==> src/rtl/mdr_handshake.sv <==
// Memory data register with req/ack DRAM handshake, wait watchdog and done pulse.
// Optional parity tracking and checking is compiled in with `define MDR_PARITY_EN.
module mdr_handshake #(
    parameter int DATA_WIDTH     = 8,
    parameter int TIMEOUT_CYCLES = 16
) (
    input  logic                  clock,
    input  logic                  reset,
    input  logic [1:0]            MDR_control,
    input  logic [DATA_WIDTH-1:0] bus_to_MDR,
    input  logic [DATA_WIDTH-1:0] DRAM_to_MDR,
    input  logic                  dram_ack,
`ifdef MDR_PARITY_EN
    input  logic                  DRAM_parity,
    output logic                  MDR_parity,
    output logic                  parity_err,
`endif
    output logic [DATA_WIDTH-1:0] MDR_to_bus,
    output logic [DATA_WIDTH-1:0] MDR_to_DRAM,
    output logic                  dram_rd_req,
    output logic                  dram_wr_req,
    output logic                  busy,
    output logic                  done,
    output logic                  timeout_err
);

    localparam int CW_RAW = (TIMEOUT_CYCLES > 0) ? $clog2(TIMEOUT_CYCLES + 1) : 1;
    localparam int CW     = (CW_RAW < 1) ? 1 : CW_RAW;
    localparam bit TMO_EN = (TIMEOUT_CYCLES > 0);
    localparam logic [CW-1:0] CNT_LAST =
        CW'((TIMEOUT_CYCLES > 0) ? TIMEOUT_CYCLES - 1 : 0);

    typedef enum logic [1:0] {
        IDLE    = 2'd0,
        RD_WAIT = 2'd1,
        WR_WAIT = 2'd2
    } state_t;

    state_t                r_state;
    state_t                w_state_nxt;
    logic [DATA_WIDTH-1:0] r_mdr;
    logic [DATA_WIDTH-1:0] w_mdr_nxt;
    logic [CW-1:0]         r_cnt;
    logic [CW-1:0]         w_cnt_nxt;
    logic [CW-1:0]         w_cnt_inc;
    logic                  r_rd_req;
    logic                  w_rd_nxt;
    logic                  r_wr_req;
    logic                  w_wr_nxt;
    logic                  r_busy;
    logic                  w_busy_nxt;
    logic                  r_done;
    logic                  w_done_nxt;
    logic                  r_terr;
    logic                  w_terr_nxt;
    logic                  w_tmo;

`ifdef MDR_PARITY_EN
    logic                  r_par;
    logic                  r_perr;
    logic                  w_perr_nxt;
`endif

    // Counter saturates so a disabled watchdog never wraps.
    assign w_cnt_inc = (r_cnt == {CW{1'b1}}) ? r_cnt : r_cnt + CW'(1);
    assign w_tmo     = TMO_EN && (r_cnt == CNT_LAST);

    always_comb begin
        w_state_nxt = r_state;
        w_mdr_nxt   = r_mdr;
        w_cnt_nxt   = r_cnt;
        w_rd_nxt    = 1'b0;
        w_wr_nxt    = 1'b0;
        w_busy_nxt  = 1'b0;
        w_done_nxt  = 1'b0;
        w_terr_nxt  = r_terr;
`ifdef MDR_PARITY_EN
        w_perr_nxt  = r_perr;
`endif
        unique case (r_state)
            IDLE: begin
                unique case (MDR_control)
                    2'b10: begin
                        w_mdr_nxt  = bus_to_MDR;
                        w_done_nxt = 1'b1;
                        w_terr_nxt = 1'b0;
                    end
                    2'b01: begin
                        w_state_nxt = RD_WAIT;
                        w_rd_nxt    = 1'b1;
                        w_busy_nxt  = 1'b1;
                        w_cnt_nxt   = '0;
                        w_terr_nxt  = 1'b0;
`ifdef MDR_PARITY_EN
                        w_perr_nxt  = 1'b0;
`endif
                    end
                    2'b11: begin
                        w_state_nxt = WR_WAIT;
                        w_wr_nxt    = 1'b1;
                        w_busy_nxt  = 1'b1;
                        w_cnt_nxt   = '0;
                        w_terr_nxt  = 1'b0;
                    end
                    default: ;
                endcase
            end
            RD_WAIT: begin
                if (dram_ack) begin
                    w_state_nxt = IDLE;
                    w_mdr_nxt   = DRAM_to_MDR;
                    w_done_nxt  = 1'b1;
`ifdef MDR_PARITY_EN
                    if ((^DRAM_to_MDR) != DRAM_parity)
                        w_perr_nxt = 1'b1;
`endif
                end else if (w_tmo) begin
                    w_state_nxt = IDLE;
                    w_terr_nxt  = 1'b1;
                end else begin
                    w_rd_nxt   = 1'b1;
                    w_busy_nxt = 1'b1;
                    w_cnt_nxt  = w_cnt_inc;
                end
            end
            WR_WAIT: begin
                if (dram_ack) begin
                    w_state_nxt = IDLE;
                    w_done_nxt  = 1'b1;
                end else if (w_tmo) begin
                    w_state_nxt = IDLE;
                    w_terr_nxt  = 1'b1;
                end else begin
                    w_wr_nxt   = 1'b1;
                    w_busy_nxt = 1'b1;
                    w_cnt_nxt  = w_cnt_inc;
                end
            end
            default: w_state_nxt = IDLE;
        endcase
    end

    always_ff @(posedge clock or posedge reset) begin
        if (reset) begin
            r_state  <= IDLE;
            r_mdr    <= '0;
            r_cnt    <= '0;
            r_rd_req <= 1'b0;
            r_wr_req <= 1'b0;
            r_busy   <= 1'b0;
            r_done   <= 1'b0;
            r_terr   <= 1'b0;
        end else begin
            r_state  <= w_state_nxt;
            r_mdr    <= w_mdr_nxt;
            r_cnt    <= w_cnt_nxt;
            r_rd_req <= w_rd_nxt;
            r_wr_req <= w_wr_nxt;
            r_busy   <= w_busy_nxt;
            r_done   <= w_done_nxt;
            r_terr   <= w_terr_nxt;
        end
    end

`ifdef MDR_PARITY_EN
    always_ff @(posedge clock or posedge reset) begin
        if (reset) begin
            r_par  <= 1'b0;
            r_perr <= 1'b0;
        end else begin
            r_par  <= ^w_mdr_nxt;
            r_perr <= w_perr_nxt;
        end
    end

    assign MDR_parity = r_par;
    assign parity_err = r_perr;
`endif

    assign MDR_to_bus  = r_mdr;
    assign MDR_to_DRAM = r_mdr;
    assign dram_rd_req = r_rd_req;
    assign dram_wr_req = r_wr_req;
    assign busy        = r_busy;
    assign done        = r_done;
    assign timeout_err = r_terr;

endmodule

==> config.mk <==
export PLATFORM = sky130hd
export DESIGN_NAME = mdr_handshake
export DESIGN_NICKNAME = d
export VERILOG_FILES = /design/src/rtl/mdr_handshake.sv
export SDC_FILE = /design/constraint.sdc
export NUM_CORES = 1
export LEC_CHECK = 0
export CAP_MARGIN = 40
export CORE_MARGIN = 1
export CORE_UTILIZATION = 49
export CTS_BUF_LIST = sky130_fd_sc_hd__clkbuf_4
export DETAILED_ROUTE_END_ITERATION = 8
export PLACE_DENSITY = 0.94
export SETUP_SLACK_MARGIN = 0.5
export SYNTH_ARGS = -nofsm -noshare
export SYNTH_HDL_FRONTEND = slang
export SYNTH_SLANG_ARGS = --single-unit
==> constraint.sdc <==
create_clock -name clock -period 6.4 [get_ports clock]
set_clock_uncertainty 0.1 [all_clocks]
set_input_delay 1.28 -clock clock [delete_from_list [all_inputs] [get_ports clock]]
set_output_delay 1.28 -clock clock [all_outputs]
set_load 0.005 [all_outputs]
==> run summary <==
hold_buf cts -> 0
number of antenna repair diodes -> 0
outcome -> finished clean
met3 GRT Util -> 0.0506
Peak Freq -> 360 MHz
CTS tree -> yes
setup TNS -> 0 ps
grt total ovfl -> 0
sinks on the clock net -> 20
Mapped Area -> 1170 um^2
Core Util, Final -> 0.695
register area share after synthesis -> 0.426
Die Ht -> 51.0 um
initial DRC count -> 17
GRT busiest layer -> met2
top cells by area, synth -> dfrtp_1 43%, ha_1 8.5%, mux2i_1 6.8%
DR vias/cell -> 5.45
post-synth top area cell -> dfrtp_1
drt total wl -> 2620 um
Final nets -> 180
Worst-Skew Late Latency -> 290 ps
Worst EP required -> 6520 ps
num ports -> 42
layout cells sized above 1 -> 0.0600
Cell variety after synth -> 32
worst reg-to-reg path cell count -> 6
CTS H-tree lvls -> 1
port bufs -> 41
met2 Usage GRT -> 0.436
RSZ-0062 raised after global routing -> false
vias in the first global route -> 944
Int Power -> 370 uW
Setup Fix Bufs, Post-CTS -> 0
Pwr Total -> 575 uW
worst slew pin tran -> 734 ps
Worst-path clk slew -> 110 ps
Worst path max stage delay -> 550 ps
critical path peak fanout -> 16
Synth top area share -> 0.426
static leakage -> 0.669 nW
final worst slack -> 3620 ps
hold path depth -> 2
1st-pass router iterations -> 4
Arr. time, crit path -> 2900 ps
relative slew slack -> 0.510
CTS Root Cell -> clkbuf_4
CTS Buf Count -> 3
Yosys warning count -> 0
slowest cell on the critical path -> clkdlybuf4s50_1
CP Cell Sequence -> clkdlybuf4s50_1 > nand3b_1 > a22oi_2 > nor2_1 > a21oi_1
Setup CP Type -> in2reg
total track usage -> 0.221
pwr dens -> 370 nW/um^2
Seq cells post-synth -> 20
final hold violation count -> 0
critical path's top delay family -> compound AO/OA/AOI/OAI gates
Antenna Nets Post-Route -> 0
routed vias -> 970
Final period util -> 0.434
worst slack, placed -> 3330 ps
crit path time final -> 2780 ps
Post-Syn Area per Cell -> 10.0 um^2
met1 usage -> 0.213
placed cells -> 174
Max Slew Vio Count -> 0
synthesized instance count -> 117
Die X -> 51.0 um
Synth-to-Final Area Change -> 32.2%
pin count of the biggest net entering global routing -> 21
Synth Net Count -> 146
worst min path class -> reg2reg
Max-Cap Viols -> 0
deepest clock path buffer count -> 2
switch share -> 0.356
WP depth -> 5
VDD IR-drop max -> 244 uV
endpoint type of the worst setup path -> flip-flop
Comb pwr share -> 0.541
first-pass GRT wire length -> 4180 um
DRC viols -> 0
Clk pwr share -> 0.103
Core ar. -> 2230 um^2
GPL Wtd Cong -> 0.774
Psw -> 204 uW
Initial Utilization -> 0.526
Post-Layout Cell Count -> 178
# resized after CTS -> 0
row cnt -> 17
Startpoint Class -> primary input
initial antenna violation count -> 0
sequential power share -> 0.356
Die ar. -> 2600 um^2
Bufs and invs on worst path -> 1
Final Setup Violations -> 0
DP HPWL -> 2040 um
Avg WL per Cell -> 14.7 um
## final timing paths
check / slack, ps / startpoint / to
max: 3620 / MDR_control[0] / MDR_to_DRAM[1]
min in group asynchronous: 1300 / reset / MDR_to_DRAM[1]
min: 460 / timeout_err / timeout_err
max reg2reg: 4200 / r_state[1] / MDR_to_DRAM[1]
max in group asynchronous: 4440 / reset / r_state[1]
min reg2reg: 460 / timeout_err / timeout_err
## placed cells by master (no fill, tap or decap)
| master | netlist | layout |
|---|---|---|
| dfrtp_1 | 20 | 20 |
| o31ai_1 | 1 | 1 |
| and2_1 | 1 | 1 |
| o22ai_1 | 1 | 1 |
| nand3_1 | 1 | 1 |
| and3_1 | 1 | 1 |
| or2b_1 | 2 | 2 |
| nor3_1 | 1 | 1 |
| o32ai_1 | 1 | 1 |
| nand2_1 | 9 | 9 |
| o21ai_0 | 5 | 5 |
| a21oi_1 | 12 | 12 |
| or2_0 | 1 | 1 |
| a22o_1 | 5 | 5 |
| nand3b_1 | 1 | 1 |
| nand2b_1 | 2 | 2 |
| nor2_1 | 10 | 10 |
| a22oi_2 | 1 | 1 |
| mux2_2 | 1 | 1 |
| a21boi_0 | 1 | 1 |
| clkdlybuf4s50_1 | 0 | 41 |
| mux2i_1 | 8 | 8 |
| clkinv_1 | 0 | 1 |
| ha_1 | 8 | 8 |
| nor3_2 | 1 | 1 |
| nor2b_4 | 1 | 1 |
| a31oi_1 | 1 | 1 |
| inv_1 | 6 | 6 |
| clkbuf_4 | 0 | 3 |
| o31ai_2 | 1 | 1 |
| or3_4 | 1 | 1 |
| nand4_1 | 1 | 1 |
## power by group through the flow
stage | combinational, mW | sequential, mW | clock [mW]
finish | 0.311 | 0.205 | 0.0595
global route | 0.339 | 0.209 | 0.0662
global placement | 0.293 | 0.202 | 0
CTS | 0.310 | 0.205 | 0.0614
floorplan | 0.186 | 0.204 | 0
detailed placement | 0.310 | 0.208 | 0
## cells by family after synthesis
group / after synthesis / synth area share
buf+inv: 18 / 0.0990
mux: 9 / 0.0777
flops: 20 / 0.426
compound gates: 29 / 0.162
simple gates: 33 / 0.150
fa+ha+maj: 8 / 0.0852
## per-layer routing
metal,wire (um),vias to the layer above,share of wire
met4,0,0,0
met5,0,-,0
met2,1400,52,0.54
met3,211,0,0.081
li1,-,463,-
met1,1000,455,0.38
## metrics by stage
step	cell area, um^2	hold slack, ps
after floorplan	1170	389
after global placement	1530	413
after detailed placement	1530	429
after CTS	1550	455
after global routing	1550	505
final	1550	456
## cell type report
type | instances | area [um^2]
clock buffers | 3 | 22.5
clock inverters | 1 | 3.75
fillers | 156 | 681
inverters | 6 | 22.5
multi-input cells | 79 | 558
flip-flops and latches | 20 | 500
well taps | 28 | 35.0
repair buffers | 41 | 410
## Yosys cell counts
cell,count
inv_1,6
o32ai_1,1
mux2i_1,8
and3_1,1
nand3b_1,1
and2_1,1
buf_6,2
o31ai_2,1
a21oi_1,12
nor2b_4,1
a22oi_2,1
o21ai_0,5
nor2_1,10
or3_4,1
or2_0,1
nor3_1,1
buf_4,9
nand2_1,9
a21boi_0,1
clkbuf_1,1
a31oi_1,1
nand3_1,1
nand2b_1,2
a22o_1,5
dfrtp_1,20
o22ai_1,1
nand4_1,1
o31ai_1,1
or2b_1,2
mux2_2,1
ha_1,8
nor3_2,1
## state kept, by name, indices dropped and copies added (netlist names)
name / flops
MDR_to_DRAM: 8
busy: 1
done: 1
dram_rd_req: 1
dram_wr_req: 1
r_cnt: 5
r_state: 2
timeout_err: 1
## worst reg2reg max path: stages (launching register included)
cell      delay (ps)
dfrtp_1          430
inv_1            120
ha_1             510
nand2b_1         150
a22oi_2          560
nor2_1            90
a21oi_1          160
Power figures use the tool's default switching activity.
